===== src/rtl/i2s_stream_pkg.sv =====
// Shared encodings and helpers for the I2S sample sequencer.
package i2s_stream_pkg;

  typedef enum logic [1:0] {
    MODE_FIFO = 2'd0,
    MODE_TONE = 2'd1,
    MODE_MUTE = 2'd2,
    MODE_RSVD = 2'd3
  } mode_e;

  typedef enum logic [1:0] {
    ST_IDLE   = 2'd0,
    ST_ARM    = 2'd1,
    ST_ACTIVE = 2'd2,
    ST_SYNTH  = 2'd3
  } state_e;

  localparam int FRAME_START_BIT = 31;
  localparam int CNT_W           = 16;

  function automatic logic [CNT_W-1:0] sat_inc(input logic [CNT_W-1:0] v);
    return (&v) ? v : v + CNT_W'(1);
  endfunction

endpackage


===== src/rtl/i2s_stream_controller_if.sv =====
// Control, FIFO read side and serialiser side of the sample sequencer.
interface i2s_stream_controller_if
  import i2s_stream_pkg::*;
#(
  parameter int SAMPLE_WIDTH = 24,
  parameter int COUNT_WIDTH  = 24
);
  logic                    enable;
  logic [1:0]              mode;
  logic [SAMPLE_WIDTH-1:0] tone_step;
  logic                    clear_status;
  logic                    read_ready;
  logic                    read_activate;
  logic [COUNT_WIDTH-1:0]  read_size;
  logic [31:0]             read_data;
  logic                    read_strobe;
  logic                    audio_data_request;
  logic                    audio_data_ack;
  logic [SAMPLE_WIDTH-1:0] audio_data;
  logic [2:0]              audio_channel;
  logic                    underrun;
  logic [CNT_W-1:0]        underrun_count;
  logic [CNT_W-1:0]        sync_err_count;

  modport master (
    input  enable, mode, tone_step, clear_status, read_ready, read_size, read_data,
           audio_data_request,
    output read_activate, read_strobe, audio_data_ack, audio_data, audio_channel,
           underrun, underrun_count, sync_err_count
  );

  modport slave (
    output enable, mode, tone_step, clear_status, read_ready, read_size, read_data,
           audio_data_request,
    input  read_activate, read_strobe, audio_data_ack, audio_data, audio_channel,
           underrun, underrun_count, sync_err_count
  );
endinterface


===== src/rtl/i2s_ramp_gen.sv =====
// Wrapping ramp accumulator used as the test-tone source.
module i2s_ramp_gen
  import i2s_stream_pkg::*;
#(
  parameter int WIDTH = 24
) (
  input  logic             i2s_clock,
  input  logic             rst,
  input  logic             clear_i,
  input  logic             advance_i,
  input  logic [WIDTH-1:0] step_i,
  output logic [WIDTH-1:0] acc_o
);
  logic [WIDTH-1:0] acc_q;

  always_ff @(posedge i2s_clock or posedge rst) begin
    if (rst)            acc_q <= '0;
    else if (clear_i)   acc_q <= '0;
    else if (advance_i) acc_q <= acc_q + step_i;
  end

  assign acc_o = acc_q;
endmodule


===== src/rtl/i2s_stream_controller.sv =====
// Sample sequencer between a ping-pong FIFO read port and the I2S serialiser.
module i2s_stream_controller
  import i2s_stream_pkg::*;
#(
  parameter int SAMPLE_WIDTH = 24,
  parameter int CHANNELS     = 2,
  parameter int COUNT_WIDTH  = 24
) (
  input logic                     rst,
  input logic                     i2s_clock,
  i2s_stream_controller_if.master bus
);
  localparam logic [2:0] LAST_CH = 3'(CHANNELS - 1);

  state_e                  state_q, state_d;
  mode_e                   fmode_q, fmode_d, mode_raw, mode_nxt;
  logic [2:0]              ch_q, ch_d, ach_q, ach_d, dch, ch_inc;
  logic                    ack_q, ack_d, strobe_q, strobe_d, underrun_q, underrun_d;
  logic [SAMPLE_WIDTH-1:0] data_q, data_d, tone_acc;
  logic [COUNT_WIDTH-1:0]  rcnt_q, rcnt_d;
  logic [CNT_W-1:0]        ucnt_q, ucnt_d, scnt_q, scnt_d;
  logic                    want_fifo, word_avail, take, frame_bit, ramp_adv, ramp_clr;

  // A mode change only lands on a frame boundary, so the next sample's mode
  // is the live input at channel 0 and the latched frame mode otherwise.
  assign mode_raw   = mode_e'(bus.mode);
  assign mode_nxt   = (ch_q == 3'd0) ? mode_raw : fmode_q;
  assign want_fifo  = (mode_raw == MODE_FIFO) || (mode_nxt == MODE_FIFO);
  assign word_avail = (state_q == ST_ACTIVE) && (rcnt_q < bus.read_size);
  assign take       = bus.enable && (state_q != ST_IDLE) && bus.audio_data_request && !ack_q;
  assign frame_bit  = bus.read_data[FRAME_START_BIT];
  assign ch_inc     = (ch_q == LAST_CH) ? 3'd0 : ch_q + 3'd1;

  i2s_ramp_gen #(.WIDTH(SAMPLE_WIDTH)) u_ramp (
    .i2s_clock (i2s_clock),
    .rst       (rst),
    .clear_i   (ramp_clr),
    .advance_i (ramp_adv),
    .step_i    (bus.tone_step),
    .acc_o     (tone_acc)
  );

  always_comb begin
    state_d    = state_q;
    fmode_d    = fmode_q;
    ch_d       = ch_q;
    ach_d      = ach_q;
    ack_d      = ack_q;
    strobe_d   = 1'b0;
    underrun_d = underrun_q;
    data_d     = data_q;
    rcnt_d     = rcnt_q;
    ucnt_d     = ucnt_q;
    scnt_d     = scnt_q;
    dch        = ch_q;
    ramp_adv   = 1'b0;
    ramp_clr   = 1'b0;

    if (ack_q && !bus.audio_data_request) ack_d = 1'b0;

    if (!bus.enable) begin
      state_d  = ST_IDLE;
      ch_d     = '0;
      rcnt_d   = '0;
      ramp_clr = 1'b1;
    end else begin
      case (state_q)
        ST_IDLE:   state_d = ST_ARM;
        ST_ARM: begin
          rcnt_d = '0;
          if (want_fifo && bus.read_ready) state_d = ST_ACTIVE;
          else if (!want_fifo)             state_d = ST_SYNTH;
        end
        ST_ACTIVE: if (rcnt_q == bus.read_size) state_d = ST_ARM;
        ST_SYNTH:  if (want_fifo) state_d = ST_ARM;
        default:   state_d = ST_IDLE;
      endcase
    end

    if (take) begin
      ack_d   = 1'b1;
      fmode_d = mode_nxt;
      data_d  = '0;
      case (mode_nxt)
        MODE_FIFO: begin
          if (word_avail) begin
            data_d   = bus.read_data[SAMPLE_WIDTH-1:0];
            strobe_d = 1'b1;
            rcnt_d   = rcnt_q + COUNT_WIDTH'(1);
            // Frame marker disagrees with our position: count it and resync.
            if (frame_bit != (ch_q == 3'd0)) begin
              scnt_d = sat_inc(scnt_q);
              dch    = frame_bit ? 3'd0 : ch_inc;
            end
          end else begin
            underrun_d = 1'b1;
            ucnt_d     = sat_inc(ucnt_q);
          end
        end
        MODE_TONE: begin
          data_d   = tone_acc;
          ramp_adv = (ch_q == LAST_CH);
        end
        default: ;
      endcase
      ach_d = dch;
      ch_d  = (dch == LAST_CH) ? 3'd0 : dch + 3'd1;
    end

    if (bus.clear_status) begin
      underrun_d = 1'b0;
      ucnt_d     = '0;
      scnt_d     = '0;
    end
  end

  always_ff @(posedge i2s_clock or posedge rst) begin
    if (rst) begin
      state_q    <= ST_IDLE;
      fmode_q    <= MODE_FIFO;
      ch_q       <= '0;
      ach_q      <= '0;
      ack_q      <= 1'b0;
      strobe_q   <= 1'b0;
      underrun_q <= 1'b0;
      data_q     <= '0;
      rcnt_q     <= '0;
      ucnt_q     <= '0;
      scnt_q     <= '0;
    end else begin
      state_q    <= state_d;
      fmode_q    <= fmode_d;
      ch_q       <= ch_d;
      ach_q      <= ach_d;
      ack_q      <= ack_d;
      strobe_q   <= strobe_d;
      underrun_q <= underrun_d;
      data_q     <= data_d;
      rcnt_q     <= rcnt_d;
      ucnt_q     <= ucnt_d;
      scnt_q     <= scnt_d;
    end
  end

  assign bus.read_activate  = (state_q == ST_ACTIVE);
  assign bus.read_strobe    = strobe_q;
  assign bus.audio_data_ack = ack_q;
  assign bus.audio_data     = data_q;
  assign bus.audio_channel  = ach_q;
  assign bus.underrun       = underrun_q;
  assign bus.underrun_count = ucnt_q;
  assign bus.sync_err_count = scnt_q;
endmodule


===== src/flat_wrapper.sv =====
// flat-port wrapper written by rule: the top's interface ports become plain ports
module i2s_stream_controller_flat import i2s_stream_pkg::*;
#(
  parameter int SAMPLE_WIDTH = 24,
  parameter int CHANNELS     = 2,
  parameter int COUNT_WIDTH  = 24
)
  (rst, i2s_clock, bus_enable, bus_mode, bus_tone_step, bus_clear_status, bus_read_ready, bus_read_size, bus_read_data, bus_audio_data_request, bus_read_activate, bus_read_strobe, bus_audio_data_ack, bus_audio_data, bus_audio_channel, bus_underrun, bus_underrun_count, bus_sync_err_count);
  i2s_stream_controller_if #(.SAMPLE_WIDTH(SAMPLE_WIDTH), .COUNT_WIDTH(COUNT_WIDTH)) bus_i ();
  input logic rst;
  input logic i2s_clock;
  input wire logic [$bits(bus_i.enable)-1:0] bus_enable;
  input wire logic [$bits(bus_i.mode)-1:0] bus_mode;
  input wire logic [$bits(bus_i.tone_step)-1:0] bus_tone_step;
  input wire logic [$bits(bus_i.clear_status)-1:0] bus_clear_status;
  input wire logic [$bits(bus_i.read_ready)-1:0] bus_read_ready;
  input wire logic [$bits(bus_i.read_size)-1:0] bus_read_size;
  input wire logic [$bits(bus_i.read_data)-1:0] bus_read_data;
  input wire logic [$bits(bus_i.audio_data_request)-1:0] bus_audio_data_request;
  output wire logic [$bits(bus_i.read_activate)-1:0] bus_read_activate;
  output wire logic [$bits(bus_i.read_strobe)-1:0] bus_read_strobe;
  output wire logic [$bits(bus_i.audio_data_ack)-1:0] bus_audio_data_ack;
  output wire logic [$bits(bus_i.audio_data)-1:0] bus_audio_data;
  output wire logic [$bits(bus_i.audio_channel)-1:0] bus_audio_channel;
  output wire logic [$bits(bus_i.underrun)-1:0] bus_underrun;
  output wire logic [$bits(bus_i.underrun_count)-1:0] bus_underrun_count;
  output wire logic [$bits(bus_i.sync_err_count)-1:0] bus_sync_err_count;
  assign bus_i.enable = bus_enable;
  assign bus_i.mode = bus_mode;
  assign bus_i.tone_step = bus_tone_step;
  assign bus_i.clear_status = bus_clear_status;
  assign bus_i.read_ready = bus_read_ready;
  assign bus_i.read_size = bus_read_size;
  assign bus_i.read_data = bus_read_data;
  assign bus_i.audio_data_request = bus_audio_data_request;
  assign bus_read_activate = bus_i.read_activate;
  assign bus_read_strobe = bus_i.read_strobe;
  assign bus_audio_data_ack = bus_i.audio_data_ack;
  assign bus_audio_data = bus_i.audio_data;
  assign bus_audio_channel = bus_i.audio_channel;
  assign bus_underrun = bus_i.underrun;
  assign bus_underrun_count = bus_i.underrun_count;
  assign bus_sync_err_count = bus_i.sync_err_count;
  i2s_stream_controller #(.SAMPLE_WIDTH(SAMPLE_WIDTH), .CHANNELS(CHANNELS), .COUNT_WIDTH(COUNT_WIDTH)) u_core (.rst(rst), .i2s_clock(i2s_clock), .bus(bus_i));
endmodule

===== config.mk =====
export PLATFORM = sky130hd
export DESIGN_NAME = i2s_stream_controller_flat
export DESIGN_NICKNAME = d
export VERILOG_FILES = /design/src/rtl/i2s_stream_pkg.sv /design/src/rtl/i2s_stream_controller_if.sv /design/src/rtl/i2s_ramp_gen.sv /design/src/rtl/i2s_stream_controller.sv /design/src/flat_wrapper.sv
export SDC_FILE = /design/constraint.sdc
export NUM_CORES = 1
export LEC_CHECK = 0
export BUFFER_PORTS_ARGS = -buffer_cell sky130_fd_sc_hd__buf_4
export CORE_MARGIN = 10
export CORE_UTILIZATION = 40
export CTS_BUF_LIST = sky130_fd_sc_hd__clkbuf_8
export DETAILED_ROUTE_END_ITERATION = 7
export GPL_TIMING_DRIVEN = 1
export PLACE_DENSITY = 0.74
export SLEW_MARGIN = 40
export SYNTH_ARGS = -nofsm -noshare
export SYNTH_HDL_FRONTEND = slang
export SYNTH_SLANG_ARGS = --single-unit

===== constraint.sdc =====
create_clock -name i2s_clock -period 3.1 [get_ports i2s_clock]
set_clock_uncertainty 0.15 [all_clocks]
set_input_delay 0.155 -clock i2s_clock [delete_from_list [all_inputs] [get_ports i2s_clock]]
set_output_delay 0.155 -clock i2s_clock [all_outputs]
set_load 0.01 [all_outputs]

==> flow_summary.ini, run 1 <==
[clock_tree]
cts.sinks = 117
cts.reportedPaths.clkPinSlew_ns = 0.08
cts-root-buf = clkbuf_8
cts_buffer_depth = 2
htree_levels = 4
numCtsBuffers = 17
worstSkewPairLatency_ns = 0.45
cts_tree = built

[synthesis]
synth_area_per_cell_sq_um = 8.85
synth_cells = 832
ys_ff_latch = 117
netlist_area_sq_um = 7360
synth_largest_area_cell = dfrtp_1
synthArstFlopShare = 1.00
ys_top_cells_by_count = 117 x dfrtp_1, 112 x nand2_1, 56 x a21oi_1, 54 x nand3_1, 50 x ha_1
synthTopCellsByArea = dfrtp_1 40%, ha_1 8.5%, nand2_1 5.7%
ys_types = 68
synth.top_cell.area_share = 0.398
synth_nets = 971
synth_edf_count = 0
yosysMostFrequentCell = dfrtp_1
synth_seq_area_share = 0.398
ys.flop_type = dfrtp_1
yosysWarnings = 0

[route]
detail-route-antenna-nets = 0
route.vias.total = 7042
routed_wirelength_mm = 21.4
drc = 0
first_pass_iters = 5
dr.first_iter.drc_count = 401
vias_per_cell = 5.56
routedWlPerCell_um = 16.9

[status]
status = completed

[placement]
port_buffers = 143
hpwl_mm = 15.5
pre_cts_ws_ns = 0.0290
gp_congestion = 0.852
placed_cell_area_sq_um = 8860

[global_routing]
grt_pass1_vias = 7142
antenna_found_initial = 0
overflow = 0
grt_max_degree = 48
grt_pass1_wl_mm = 35.6
grtUsageTotal = 0.177

[setup_path]
r2r_slack_ns = 0.11
endpoint_kind = register
crit_type = reg -> reg
cp-start-kind = register
critPathRequiredTime_ns = 3.33
arrival_ns = 3.22
worstPathMaxFanout = 16

[timing]
slew_viol_final = 0
worst_slack_ns = 0.107
worstMarginPinSlew_ns = 0.643
grt_setup_unrepaired = yes
setup_viol = 0
hold_viol_final = 0
period_share = 0.965
period_minus_slack_ns = 2.99
relSlewSlack = 0.571
clock.fmax_ghz = 0.334

[floorplan]
die_w_um = 156
io_pins = 151
fp.dieH_um = 156
rows = 49
die_area_sq_um = 24200
initial_core_util = 0.409
core_region_area_sq_um = 18000

[final_layout]
area_delta_synth_final_pct = 32.6
final_nets = 1163
drive_above_1_share = 0.228
diodes = 0
final_area_sq_um = 9770

[pwr]
p_leak_nw = 4.69
peakVddDrop_v = 0.000366
powerDensity_nw_per_um2 = 392

[flow_run]
drv_cap = 0

[min_path]
hold_path.class = in -> reg
## repair_timing
action	CTS	global route
setup endpoints to repair	0	32
hold buffers	35	0
buffers inserted	0	1
resized for setup	0	12
hold endpoints to repair	165	0
## metrics by stage
step	total power, mW	std cells	hold WS, ns	TNS, ns	util
after floorplan	1.85	832	0.110	0	-
after global placement	2.04	1197	0.194	0	0.490
after detailed placement	2.05	1198	0.0493	0	0.492
after CTS	3.85	1265	0.0264	0	0.539
after global routing	3.98	1266	0.0622	-0.268	0.542
final	3.83	1266	0.0359	0	0.542
## worst max-delay path, stage by stage, from the launching register on
cell     delay [ns]
dfrtp_1        0.43
ha_1           0.30
a21o_1         0.16
a21o_1         0.18
a21oi_2        0.15
o22ai_2        0.13
nor4_4         0.37
nand3_2        0.15
buf_12         0.18
or4_1          0.53
a21oi_1        0.17
## worst paths after layout
path / startpoint / endpoint / cells after the start
min in group asynchronous: rst / u_core.fmode_q[0] / 3
max in group asynchronous: rst / u_core.u_ramp.acc_o[20] / 4
worst min-delay path: bus_tone_step[5] / u_core.u_ramp.acc_o[5] / 4
worst max register to register: u_core.rcnt_q[17] / u_core.rcnt_q[11] / 10
worst min register to register: u_core.bus.audio_channel[2] / u_core.bus.audio_channel[2] / 1
worst max-delay path: u_core.rcnt_q[17] / u_core.rcnt_q[11] / 10
## kinds of logic (layout without fill, tap and decap cells)
logic type	Yosys count	in the layout	share of synthesized area
AOI/OAI and AO/OA	206	206	0.179
xor gates and xnor gates	23	23	0.0274
adders and majority gates	51	51	0.0877
buffers and inverters	79	284	0.0420
DFF	117	117	0.398
muxes	28	28	0.0398
and+or+nand+nor	328	328	0.227
## cell usage in the layout, fill, tap and decap left out, types with 5 or more instances in the layout
cell type	synthesis	layout
buf_4	0	164
dfrtp_1	117	117
nand2_1	112	111
a21oi_1	56	54
nand3_1	54	54
ha_1	50	50
inv_1	46	45
o21ai_0	43	42
nor2_1	40	39
dlygate4sd3_1	0	35
nand4_1	26	26
a22oi_1	26	26
clkbuf_8	0	20
o31ai_1	19	19
mux2i_1	18	18
or4_1	16	16
nor2b_1	15	15
xnor2_1	15	15
a21o_1	13	13
nor3_1	13	13
or3_1	10	10
and3_1	10	10
mux2_2	8	8
xor2_1	8	8
and2_1	7	7
o211ai_1	6	6
bufinv_16	0	6
a31oi_1	5	5
clkinvlp_4	0	5
## sequential cells by signal, summed over array words and instances, names as in the netlist
register,count
u_core.bus.audio_channel,3
u_core.fmode_q,2
u_core.u_ramp.acc_o,24
u_core.bus.underrun_count,16
u_core.bus.audio_data_ack,1
u_core.bus.audio_data,24
u_core.rcnt_q,24
u_core.bus.read_strobe,1
u_core.bus.sync_err_count,16
u_core.bus.underrun,1
u_core.ch_q,3
u_core.state_q,2
## final cells by class
cell class	count	area, sq um
clock buffer	20	275
clock inverter	12	224
fill	1650	8260
inverter	47	180
multi-input combinational	636	4170
sequential	117	2930
tap	229	287
timing repair buffer	205	1700
## metal layers
layer / global-route usage / part of all wire
met1: 0.213 / 0.42
met2: 0.295 / 0.49
met5: 0 / 0
met4: 0.0544 / 0.016
met3: 0.0590 / 0.077
## power by group
group          total, mW  leakage (nW)  switching [mW]  internal (mW)
logic              0.468          2.83           0.244          0.224
registers           1.59          1.62          0.0312           1.56
clock network       1.78         0.237           0.673           1.10
Power figures use the tool's default switching activity.
==> inputs of run 2 (changes only) <==
Clock period 3.1 ns to 2.7 ns, I/O delays scaled along.
==> run 2 against run 1 <==
Compared with the run above: the run now ends with negative setup slack left; sequential power grew 15%; sequential cell count is the same; maximum frequency grew 5.8%; total power grew 3.1%; combinational power grew 30%; critical path type unchanged.
==> flow_summary.ini, run 2 (synthesized netlist as in run 1, its figures left out) <==
[status]
status = complete, but fails checks
violations = negative setup slack

[setup_path]
worstPathMaxFanout = 10
critPathLaunch = u_core.rcnt_q[22]
r2r_slack_ns = -0.13
crit_chain = ha_4, nand4_1, or2_2, o22ai_2, buf_4, or3_4, o21ai_4, buf_12, or4_1, a21oi_1
cp_top_family = simple AND/OR/NAND/NOR gates
cp.depth = 10
slowest_delay_ns = 0.46
cp_num_buf_inv = 2
r2r_cells = 10
endpoint_kind = register
endpoint = u_core.bus.underrun_count[7]
critPathRequiredTime_ns = 2.92
cp_slowest_cell = or4_1
cp-start-kind = register
crit_type = reg -> reg
r2r-start = u_core.rcnt_q[22]
arrival_ns = 3.05
rr_endpoint = u_core.bus.underrun_count[7]

[route]
dr.first_iter.drc_count = 531
routed_wirelength_mm = 24.2
first_pass_iters = 5
routed.top_layer = met4
routedWlPerCell_um = 18.2
wl_met1_mm = 9.87
route.vias.total = 7505
wl_met2_mm = 12.0
drc = 0
detail-route-antenna-nets = 0
vias_per_cell = 5.63
met3WireLength_mm = 1.85

[clock_tree]
htree_levels = 4
worstSkewPairLatency_ns = 0.45
cts.sinks = 117
cts_tree = built
cts.reportedPaths.clkPinSlew_ns = 0.07
numCtsBuffers = 17
cts_buffer_depth = 2
cts-root-buf = clkbuf_8

[final_layout]
final_nets = 1232
final_core_util = 0.598
fill_cells = 1500
layout_common_cells = 216 x buf_4, 117 x dfrtp_1, 108 x nand2_1
drive_above_1_share = 0.338
area_delta_synth_final_pct = 46.4
final_common_cell = buf_4

[pwr]
p_seq_frac = 0.463
p_int_mw = 2.87
share_comb_of_total_power = 0.154
powerDensity_nw_per_um2 = 366
totalPowerFinal_mw = 3.95
pwr-share-clk = 0.383
switchingPower_mw = 1.08
peakVddDrop_v = 0.000289
sw_frac_of_total = 0.273
p_leak_nw = 5.11

[timing]
fin_tns_setup_ns = -1.72
hold_viol_final = 0
relSlewSlack = 0.497
period_share = 1.05
setup_viol = 23
worstMarginPinSlew_ns = 0.754
grt_setup_unrepaired = yes
clock.fmax_ghz = 0.354
worst_slack_ns = -0.128
period_minus_slack_ns = 2.83
slew_viol_final = 0

[placement]
port_buffers = 143
gp_congestion = 0.859
hpwl_mm = 15.7
pre_cts_ws_ns = -0.129

[floorplan]
fp.dieH_um = 156
die_w_um = 156
rows = 49
core_region_area_sq_um = 18000
initial_core_util = 0.409
io_pins = 151
die_area_sq_um = 24200

[global_routing]
antenna_found_initial = 1
grtUsageTotal = 0.182
grt_pass1_wl_mm = 36.0
grt_pass1_vias = 7275
overflow = 0
grt_max_degree = 118

[flow_run]
drv_cap = 0

[min_path]
hold_path.class = in -> reg
[run 2: cell types whose count changed in the layout (fill, tap and decap cells not counted), sizes merged]
cell / previous run / this run
buf: 170 / 234
bufinv: 6 / 1
clkbuf: 20 / 26
clkinv: 2 / 5
clkinvlp: 5 / 1
diode: 0 / 1
inv: 46 / 48
[run 2: power groups by stage]
stage               sequential, mW  clock (mW)  combinational, mW
floorplan                     1.86           0              0.267
global placement              1.86           0              0.495
detailed placement            1.86           0              0.505
CTS                           1.83        1.54              0.556
global route                  1.83        1.63              0.668
finish                        1.83        1.51              0.610
[run 2: timing repair]
| item | in CTS | in global routing |
|---|---|---|
| setup endpoints to repair | 34 | 85 |
| cloned | 0 | 7 |
| pin swaps | 12 | 47 |
| resized for setup | 23 | 116 |
| hold buffers | 35 | 0 |
| hold endpoints to repair | 174 | 0 |
| buffers inserted | 5 | 19 |
[run 2: routing by layer]
metal  track usage  vias to the layer above
met5             0                        -
met4        0.0602                        0
met3        0.0604                       40
met2         0.307                      251
met1         0.213                     3657
li1              -                     3557
[run 2: through the flow]
step           instance area, sq um  hold slack, ns  cells
2_1_floorplan                  7380          0.0904    832
3_3_place_gp                   9150           0.174   1239
3_5_place_dp                   9150           0.178   1239
4_1_cts                        9980          0.0240   1307
5_1_grt                       10800          0.0440   1332
6_report                      10800          0.0400   1333
[run 2: final cells by class]
class | count | area [sq um] | area share
Antenna cell | 1 | 2.50 | 0.000232
Clock buffer | 21 | 289 | 0.0268
Clock inverter | 8 | 61.3 | 0.00569
Inverter | 47 | 193 | 0.0179
Multi-Input combinational cell | 636 | 4690 | 0.435
Sequential cell | 117 | 2930 | 0.272
Tap cell | 229 | 287 | 0.0266
Timing Repair Buffer | 274 | 2330 | 0.216
[run 2: tightest hold or removal path, delay by kind of cell]
kind                       cells  cell delay, ns
AOI/OAI and AO/OA              1            0.05
xor gates and xnor gates       1            0.13
adders and majority gates      1            0.19
buffers and inverters          1            0.10
[run 2: worst min path at each step]
stage / cells past startpoint / to / from
after detailed placement: 3 / u_core.bus.audio_data[14] / bus_read_data[14]
final: 4 / u_core.u_ramp.acc_o[20] / bus_tone_step[20]
after global placement: 3 / u_core.bus.audio_data[6] / bus_read_data[6]
after global routing: 4 / u_core.u_ramp.acc_o[20] / bus_tone_step[20]
after floorplan: 2 / u_core.bus.audio_data[0] / bus_read_data[0]
after CTS: 4 / u_core.u_ramp.acc_o[20] / bus_tone_step[20]
==> inputs of run 3 (changes only) <==
Settings changed: CELL_PAD_IN_SITES_DETAIL_PLACEMENT set to 1, CELL_PAD_IN_SITES_GLOBAL_PLACEMENT set to 1, CORE_ASPECT_RATIO set to 0.9, CORE_UTILIZATION 40 to 39, PLACE_DENSITY 0.74 to 0.89.
==> run 3 against run 2 <==
Compared with the run above: critical path depth is 1 higher; global-route usage is 5.1 points higher; the flow still finishes with violations (negative setup slack); total power is 8.9% higher; final cell count is 0.75% higher; wire length is 36% higher; via count is 7.8% higher; hold slack better by 0.027 ns; non-clock buffer count is 7 lower.
==> flow_summary.ini, run 3 (synthesized netlist as in run 1, its figures left out) <==
[global_routing]
overflow = 0
antenna_found_initial = 0
grt_pass1_vias = 8585
grtUsageTotal = 0.233
grt_pass1_wl_mm = 46.1
grt_max_degree = 118

[min_path]
hold_path.class = in -> reg
hp-start = bus_tone_step[20]
min_path_cells = 4
holdPathEnd = u_core.u_ramp.acc_o[20]

[status]
violations = negative setup slack
status = complete, but fails checks

[route]
drc = 0
dr.first_iter.drc_count = 575
vias_per_cell = 6.02
routed_wirelength_mm = 32.9
first_pass_iters = 5
routedWlPerCell_um = 24.5
detail-route-antenna-nets = 0
route.vias.total = 8089

[floorplan]
initial_core_util = 0.399
core_region_area_sq_um = 18500
die_area_sq_um = 24800
fp.dieH_um = 150
die_w_um = 165
rows = 47
io_pins = 151

[setup_path]
r2r_slack_ns = -0.21
crit_type = reg -> reg
r2r-start = u_core.rcnt_q[13]
cp-start-kind = register
worstPathMaxFanout = 5
r2r_cells = 11
critPathRequiredTime_ns = 2.92
rr_endpoint = u_core.bus.sync_err_count[6]
arrival_ns = 3.13
endpoint_kind = register

[placement]
gp_congestion = 0.873
dp.cells = 1249
hpwl_mm = 18.3
port_buffers = 143
pre_cts_ws_ns = -0.233

[final_layout]
drive_above_1_share = 0.352
final_cell_count_no_fill = 1343
area_delta_synth_final_pct = 46.9
final_common_cell = buf_4
diodes = 0
final_nets = 1225
layout_common_cells = 214 x buf_4, 116 x dfrtp_1, 108 x nand2_1

[flow_run]
drv_cap = 0

[clock_tree]
cts-root-buf = clkbuf_8
cts.reportedPaths.clkPinSlew_ns = 0.09
htree_levels = 4
cts_tree = built
cts.sinks = 117
worstSkewPairLatency_ns = 0.47
cts_buffer_depth = 2
numCtsBuffers = 17

[timing]
relSlewSlack = 0.440
worstMarginPinSlew_ns = 0.840
hold_viol_final = 0
clock.fmax_ghz = 0.343
grt_setup_unrepaired = yes
period_share = 1.08
worst_slack_ns = -0.211
setup_viol = 75
period_minus_slack_ns = 2.91
slew_viol_final = 0

[pwr]
p_leak_nw = 5.09
totalPowerFinal_mw = 4.30
peakVddDrop_v = 0.000295
powerDensity_nw_per_um2 = 398
run 3: layer usage:
| layer | global-route usage | share of wire | vias to the layer above |
|---|---|---|---|
| li1 | - | - | 3536 |
| met1 | 0.265 | 0.39 | 4090 |
| met2 | 0.411 | 0.51 | 368 |
| met3 | 0.0609 | 0.070 | 95 |
| met4 | 0.0841 | 0.033 | 0 |
| met5 | 0 | 0 | - |
run 3: cell type report:
type / instances / area (sq um)
fillers: 2073 / 7650
well taps: 245 / 307
inverters: 47 / 185
multi-input cells: 636 / 4740
repair buffers: 267 / 2240
flip-flops and latches: 117 / 2930
clock inverters: 14 / 188
clock buffers: 17 / 234
run 3: how the worst max path moves through the flow:
stage                                start                           end  slack (ns)  cells after the start
floorplan                 u_core.rcnt_q[9]  u_core.bus.sync_err_count[3]       -0.05                      9
global placement    u_core.u_ramp.acc_o[0]       u_core.u_ramp.acc_o[20]       -0.12                     10
detailed placement  u_core.u_ramp.acc_o[0]       u_core.u_ramp.acc_o[22]       -0.23                      9
CTS                 u_core.u_ramp.acc_o[0]       u_core.u_ramp.acc_o[22]        -0.1                      9
global route              u_core.rcnt_q[9]  u_core.bus.sync_err_count[6]       -0.33                     11
finish                   u_core.rcnt_q[13]  u_core.bus.sync_err_count[6]       -0.21                     11
run 3: worst max-delay path, cell delays in order, from the launching register on:
cell	delay, ns
dfrtp_1	0.41
ha_1	0.33
a21o_1	0.18
a21o_1	0.19
a21oi_2	0.14
o22ai_2	0.12
nor4_4	0.21
buf_4	0.20
nand2_4	0.07
buf_6	0.14
or4_1	0.49
a21oi_1	0.17
run 3: repair_timing:
action | 4_1_cts | 5_1_grt
setup buffers | 20 | 8
hold endpoints to repair | 168 | 0
gates cloned | 2 | 2
setup endpoints to repair | 74 | 93
hold buffers | 35 | 0
resized for setup | 68 | 84
pin swaps | 34 | 42
run 3: stage by stage:
step	instance area, sq um	hold WS [ns]	setup TNS (ns)	util
finish	10800	0.0665	-5.65	0.586
global route	10800	0.0538	-12.41	0.586
CTS	10400	0.0337	-0.823	0.562
detailed placement	9150	0.180	-4.99	0.496
global placement	9150	0.175	-1.15	0.496
floorplan	7380	0.0904	-0.0511	-
run 3: power breakdown:
group	internal, mW	leakage [nW]	total, mW	switching [mW]
logic	0.289	3.27	0.656	0.367
registers	1.79	1.62	1.83	0.0397
clock network	0.992	0.197	1.82	0.824
total	3.07	5.09	4.30	1.23
